`src/rtl/bip_pkg.sv`:
```
// Shared opcode, select and FSM encodings for the branch/sequencing controller.
package bip_pkg;

   localparam int NB_OPC_DEF = 5;

   localparam logic [NB_OPC_DEF-1:0] OP_HLT  = 5'b00000;
   localparam logic [NB_OPC_DEF-1:0] OP_STO  = 5'b00001;
   localparam logic [NB_OPC_DEF-1:0] OP_LD   = 5'b00010;
   localparam logic [NB_OPC_DEF-1:0] OP_LDI  = 5'b00011;
   localparam logic [NB_OPC_DEF-1:0] OP_ADD  = 5'b00100;
   localparam logic [NB_OPC_DEF-1:0] OP_ADDI = 5'b00101;
   localparam logic [NB_OPC_DEF-1:0] OP_SUB  = 5'b00110;
   localparam logic [NB_OPC_DEF-1:0] OP_SUBI = 5'b00111;
   localparam logic [NB_OPC_DEF-1:0] OP_BEQ  = 5'b01000;
   localparam logic [NB_OPC_DEF-1:0] OP_BNE  = 5'b01001;
   localparam logic [NB_OPC_DEF-1:0] OP_JMP  = 5'b01010;

   typedef enum logic [1:0] {
      SEL_A_RAM = 2'b00,
      SEL_A_IMM = 2'b01,
      SEL_A_ALU = 2'b10
   } sel_a_t;

   typedef enum logic [1:0] {
      ST_RUN   = 2'b00,
      ST_FLUSH = 2'b01,
      ST_HALT  = 2'b10
   } state_t;

endpackage

```
`src/rtl/op_decoder_v2.sv`:
```
// Combinational opcode decode: datapath selects, gated strobes and branch/halt flags.
module op_decoder_v2
   import bip_pkg::*;
#(
   parameter int NB_OPCODE = 5
) (
   input  logic [NB_OPCODE-1:0] opcode,
   input  logic                 valid,
   input  logic                 enable,
   output logic [1:0]           sel_a,
   output logic                 sel_b,
   output logic                 operacion,
   output logic                 write_acc,
   output logic                 write_ram,
   output logic                 read_ram,
   output logic                 is_jmp,
   output logic                 is_beq,
   output logic                 is_bne,
   output logic                 is_hlt
);

   logic wa, wr, rr, fire;

   assign fire = valid & enable;

   always_comb begin
      sel_a     = SEL_A_RAM;
      sel_b     = 1'b0;
      operacion = 1'b0;
      wa        = 1'b0;
      wr        = 1'b0;
      rr        = 1'b0;
      is_jmp    = 1'b0;
      is_beq    = 1'b0;
      is_bne    = 1'b0;
      is_hlt    = 1'b0;
      case (opcode)
         NB_OPCODE'(OP_HLT):  is_hlt = 1'b1;
         NB_OPCODE'(OP_STO):  wr = 1'b1;
         NB_OPCODE'(OP_LD): begin
            rr = 1'b1;
            wa = 1'b1;
         end
         NB_OPCODE'(OP_LDI): begin
            sel_a = SEL_A_IMM;
            wa    = 1'b1;
         end
         NB_OPCODE'(OP_ADD), NB_OPCODE'(OP_SUB): begin
            rr        = 1'b1;
            sel_a     = SEL_A_ALU;
            operacion = (opcode == NB_OPCODE'(OP_SUB));
            wa        = 1'b1;
         end
         NB_OPCODE'(OP_ADDI), NB_OPCODE'(OP_SUBI): begin
            sel_a     = SEL_A_ALU;
            sel_b     = 1'b1;
            operacion = (opcode == NB_OPCODE'(OP_SUBI));
            wa        = 1'b1;
         end
         NB_OPCODE'(OP_BEQ):  is_beq = 1'b1;
         NB_OPCODE'(OP_BNE):  is_bne = 1'b1;
         NB_OPCODE'(OP_JMP):  is_jmp = 1'b1;
         default: ;
      endcase
   end

   // strobes only fire for a valid instruction while the core is executing
   assign write_acc = wa & fire;
   assign write_ram = wr & fire;
   assign read_ram  = rr & fire;

endmodule

```
`src/rtl/branch_control.sv`:
```
// Program counter, run/flush/halt sequencing and retired-instruction counter.
//   state    | meaning
//   ST_RUN   | executing; valid instructions retire and advance the PC
//   ST_FLUSH | one dead cycle after a taken branch; nothing retires
//   ST_HALT  | HLT retired; everything frozen until reset
module branch_control
   import bip_pkg::*;
#(
   parameter int NB_INSTR  = 16,
   parameter int NB_OPCODE = 5,
   parameter int NB_ADDR   = 11,
   parameter int NB_CNT    = 32
) (
   input  logic                          i_clk,
   input  logic                          i_reset,
   input  logic                          i_valid,
   input  logic [NB_INSTR-1:0]           i_instruction,
   input  logic                          i_acc_zero,
   output logic [NB_INSTR-NB_OPCODE-1:0] o_operand,
   output logic [1:0]                    o_sel_a,
   output logic                          o_sel_b,
   output logic                          o_write_acc,
   output logic                          o_operacion,
   output logic                          o_write_ram,
   output logic                          o_read_ram,
   output logic [NB_ADDR-1:0]            o_addr,
   output logic                          o_halt,
   output logic [NB_CNT-1:0]             o_instr_count
);

   localparam int NB_OPND = NB_INSTR - NB_OPCODE;

   state_t               state, state_next;
   logic [NB_ADDR-1:0]   pc, pc_next;
   logic [NB_CNT-1:0]    cnt, cnt_next, cnt_inc;
   logic [NB_OPCODE-1:0] opcode;
   logic                 run_en, taken;
   logic                 is_jmp, is_beq, is_bne, is_hlt;

   assign opcode    = i_instruction[NB_INSTR-1 -: NB_OPCODE];
   assign o_operand = i_instruction[NB_OPND-1:0];
   assign run_en    = (state == ST_RUN) && !i_reset;

   op_decoder_v2 #(
      .NB_OPCODE (NB_OPCODE)
   ) u_dec (
      .opcode    (opcode),
      .valid     (i_valid),
      .enable    (run_en),
      .sel_a     (o_sel_a),
      .sel_b     (o_sel_b),
      .operacion (o_operacion),
      .write_acc (o_write_acc),
      .write_ram (o_write_ram),
      .read_ram  (o_read_ram),
      .is_jmp    (is_jmp),
      .is_beq    (is_beq),
      .is_bne    (is_bne),
      .is_hlt    (is_hlt)
   );

   assign taken   = is_jmp | (is_beq & i_acc_zero) | (is_bne & ~i_acc_zero);
   assign cnt_inc = (cnt == {NB_CNT{1'b1}}) ? cnt : cnt + NB_CNT'(1);

   always_comb begin
      state_next = state;
      pc_next    = pc;
      cnt_next   = cnt;
      case (state)
         ST_RUN: begin
            if (i_valid) begin
               cnt_next = cnt_inc;
               if (is_hlt) begin
                  state_next = ST_HALT;
               end else if (taken) begin
                  pc_next    = o_operand[NB_ADDR-1:0];
                  state_next = ST_FLUSH;
               end else begin
                  pc_next = pc + NB_ADDR'(1);
               end
            end
         end
         ST_FLUSH: state_next = ST_RUN;
         ST_HALT:  state_next = ST_HALT;
         default:  state_next = ST_RUN;
      endcase
   end

   always_ff @(posedge i_clk) begin
      if (i_reset) begin
         state <= ST_RUN;
         pc    <= '0;
         cnt   <= '0;
      end else begin
         state <= state_next;
         pc    <= pc_next;
         cnt   <= cnt_next;
      end
   end

   assign o_addr        = pc;
   assign o_halt        = (state == ST_HALT);
   assign o_instr_count = cnt;

endmodule

```
`config.mk`:
```
export PLATFORM = sky130hd
export DESIGN_NAME = branch_control
export DESIGN_NICKNAME = d
export VERILOG_FILES = /design/src/rtl/bip_pkg.sv /design/src/rtl/op_decoder_v2.sv /design/src/rtl/branch_control.sv
export SDC_FILE = /design/constraint.sdc
export NUM_CORES = 1
export LEC_CHECK = 0
export CAP_MARGIN = 30
export CORE_MARGIN = 4
export CORE_UTILIZATION = 49
export DETAILED_ROUTE_END_ITERATION = 16
export PLACE_DENSITY = 0.95
export SYNTH_ARGS = -nofsm -noshare
export SYNTH_HDL_FRONTEND = slang
export SYNTH_SLANG_ARGS = --single-unit
```
`constraint.sdc`:
```
create_clock -name i_clk -period 6.15 [get_ports i_clk]
set_clock_uncertainty 0.15 [all_clocks]
set_input_delay 0.9225 -clock i_clk [delete_from_list [all_inputs] [get_ports i_clk]]
set_output_delay 0.9225 -clock i_clk [all_outputs]
set_load 0.02 [all_outputs]
```
==> summary.txt <==
Yosys
  • Syn nets: approximately 330
  • Ys async rst share: 0%
  • Mapped Cells: about 300
  • Synth warnings: 0
  • Post-synth EDFFs: 0
  • Top_reg_cell synth: dfxtp_1
  • Mean Syn Cell Area: slightly above 8 um^2
  • Number of synthesized register bits: 45
  • Mapped cell area: roughly 2500 um^2
  • Library cells used by synthesis: 47
  • Seq/Total Area, Yosys: 36.7%

STA
  • Final worst-path cycle share: approximately 64%
  • Final Hold Fails: 0
  • Worst-Margin Slew: around 0.8 ns
  • Setup TNS: 0 ns
  • Min cycle time layout: between 3 and 4 ns
  • Final hold slack: 0.366 ns
  • Setup violators final: 0
  • Fmax: around 250 MHz
  • Max-slew headroom: 47.5%
  • Final Max Slew Viols: 0
  • RSZ-0062 raised after global routing: no

Pwr
  • Sw frac: roughly a quarter
  • Lkg Pwr: 0.00108 uW
  • Pwr/cell area: around 180 nW/um^2
  • Maximum VDD drop: 0.144 mV
  • Clock power share: 38.7%
  • NetSw: ~150 uW
  • Comb power frac: 12.0%
  • Sequential power share: between 40 and 50%
  • Internal power: 462 uW

Worst setup path
  • Worst endpoint required time: 5.08 ns
  • CP max stage delay: 0.66 ns
  • WS Path Type: primary input to output port
  • R2R setup slack: 3.67 ns
  • Buf/Inv on CP: 2
  • Crit path launch: i_valid
  • Reg-to-Reg Start: o_instr_count[14]
  • CP dominant cell by count: clkdlybuf4s50_1
  • Critical path launch point type: primary input
  • CP Data Arrival Time: 2.88 ns
  • Reg2reg path depth: 5
  • CP Cell Sequence: clkdlybuf4s50_1 -> or3b_2 -> nor4_1 -> clkdlybuf4s50_1
  • Critical Path Fanout Max: 4
  • Worst path slowest cell: clkdlybuf4s50_1
  • Worst Setup End Kind: output port
  • CP top delay family: buffers and inverters
  • FF-to-FF End: o_instr_count[1]

CTS
  • Root Buffer Master: clkbuf_8
  • Insertion delay of the later-clocked pin in the worst-skew pair: 0.31 ns
  • Postcts setup bufs: 0
  • Hold Buf Count CTS: 0
  • Clock transition at path regs: ~0.09 ns
  • PostCTS Resize Cnt: 0
  • TritonCTS Buffers: 5
  • CTS tree: built
  • Clock Sinks: 45
  • Number of H-tree levels: 2
  • Clk buf depth: 2

Status
  • Outcome: completed

Route
  • Routed len/inst: 16.2 um
  • Routed WL: 7100 um
  • Drt first pass iters: 4
  • Via count: 2619
  • Number of routed nets with antenna violations: 0
  • Remaining DRCs: 0
  • DRT iter0 DRCs: 228
  • Vias/cell: roughly 6

Floorplanning
  • Num rows: 25
  • Die Width: 78.7 um
  • Die Height: 78.7 um
  • Core area: about 4800 um^2
  • Die area: between 6000 and 7000 um^2
  • IO Pins: 82
  • Initial Utilization: 51.2%

Global route
  • Initial antenna violation count: 0
  • Grt total ovfl: 0
  • First-pass GRT wire length: 11800 um
  • Vias in the first global route: about 2500
  • Met1 track demand over resource: 30.2%
  • Global-route usage over all layers: between 20% and 30%
  • Met2 Track Usage GR: between 30 and 40%
  • Pin count of the biggest net entering global routing: between 40 and 50
  • Busiest metal layer after global routing: met2
  • GRT met3 Usage: 4.54%

Placement
  • I/O Buffers: 81
  • Placer Congestion: 0.830
  • Dpl hpwl: 4900 um

Worst hold path
  • Hold path depth: 2
  • HP Class: flop to flop
  • Worst Hold End: o_instr_count[22]
  • Critical hold path startpoint: o_instr_count[22]

Final layout
  • Antenna diodes: 0
  • Core Util, Final: about 70%
  • NumNets Final: 391
  • FILL cells: 373
  • Area of the multi-input gates: 1390 um^2
  • Synth-to-Final Area Change: 36.3%
  • Register area: 901 um^2
  • Share of layout cells above drive strength 1: 4.59%

Job
  • Maxcap violations: 0
-- cell families (layout without fill, tap and decap cells) --
kind of cell,after synthesis,count (layout),synth area share (%)
buf+inv,29,96,6.43
xor+xnor,10,10,3.57
fa+ha+maj,2,2,1.02
mux,4,4,1.73
compound gates,83,83,20.3
simple gates,130,130,30.3
flops,45,45,36.7
-- power groups by stage --
stage / clock network (uW) / registers, uW / logic, uW
2_1_floorplan: 0 / 311 / 35.4
3_3_place_gp: 0 / 307 / 70.5
3_5_place_dp: 0 / 307 / 72.2
4_1_cts: 237 / 301 / 72.7
5_1_grt: 247 / 301 / 79.2
6_report: 236 / 301 / 73.5
-- cells in the final DEF, fill, tap and decap left out, types with 5 or more instances in the layout --
cell type	n
clkdlybuf4s50_1	81
dfxtp_1	45
a21oi_1	29
o21ai_0	27
nand2_1	22
or3_1	19
nor2_1	18
and3_1	11
nand3_1	11
nand4_1	10
and4_1	9
nor3_1	8
xnor2_1	8
nor4_1	6
clkbuf_8	6
inv_1	5
-- cell type report --
type | count | area share (%)
Multi-Input combinational cell | 229 | 41.7
Sequential cell | 45 | 26.9
Timing Repair Buffer | 83 | 24.7
Tap cell | 67 | 2.51
Clock buffer | 6 | 2.47
Clock inverter | 2 | 1.12
Inverter | 5 | 0.561
-- cells in the mapped netlist (all sizes together) (3+ instances only) --
cell type	n	share of area, %
nand2	22	3.4
or3	19	4.8
buf	15	4.3
clkbuf	9	1.4
or4	4	1.2
dfxtp	45	37
nand3	12	2.7
and4	9	3.2
a211oi	3	0.92
nor4	6	1.5
nor2	18	2.8
xnor2	8	2.9
nor2b	4	1.0
and2	3	0.77
o21ai	28	5.7
nor3	8	1.6
a21oi	29	5.9
o31ai	4	1.2
and3	11	2.8
inv	5	0.77
nand4	10	2.6
a31oi	3	0.77
-- per-layer routing --
layer | vias up | part of all wire [%]
met3 | 18 | 4.9
met1 | 1260 | 42
met4 | 0 | 2.7
met2 | 84 | 51
li1 | 1257 | -
met5 | - | 0
-- flip-flops by register name, summed over array words and instances, names as in the netlist --
name           count
o_addr            11
o_instr_count     32
state              2
-- worst register-to-register path, stage by stage (launching register included) --
cell and delay (ns):
dfxtp_1 0.44, and4_1 0.42, nand4_1 0.32, o21ai_1 0.72, mux2i_1 0.26, nor2_1 0.06
-- worst max path at each step --
| stage | endpoint | slack (ns) | cells after the start |
|---|---|---|---|
| 2_1_floorplan | o_read_ram | 2.99 | 2 |
| 3_3_place_gp | o_read_ram | 2.30 | 4 |
| 3_5_place_dp | o_read_ram | 2.22 | 4 |
| 4_1_cts | o_read_ram | 2.19 | 4 |
| 5_1_grt | o_read_ram | 2.08 | 4 |
| 6_report | o_read_ram | 2.19 | 4 |
-- through the flow --
step	power (uW)	worst slack [ns]	area [um^2]	std cells
final	610	2.19	3340	437
after global routing	627	2.08	3340	437
after CTS	611	2.19	3340	436
after detailed placement	379	2.22	3220	428
after global placement	377	2.30	3220	428
after floorplan	346	2.99	2450	303
Power figures use the tool's default switching activity.
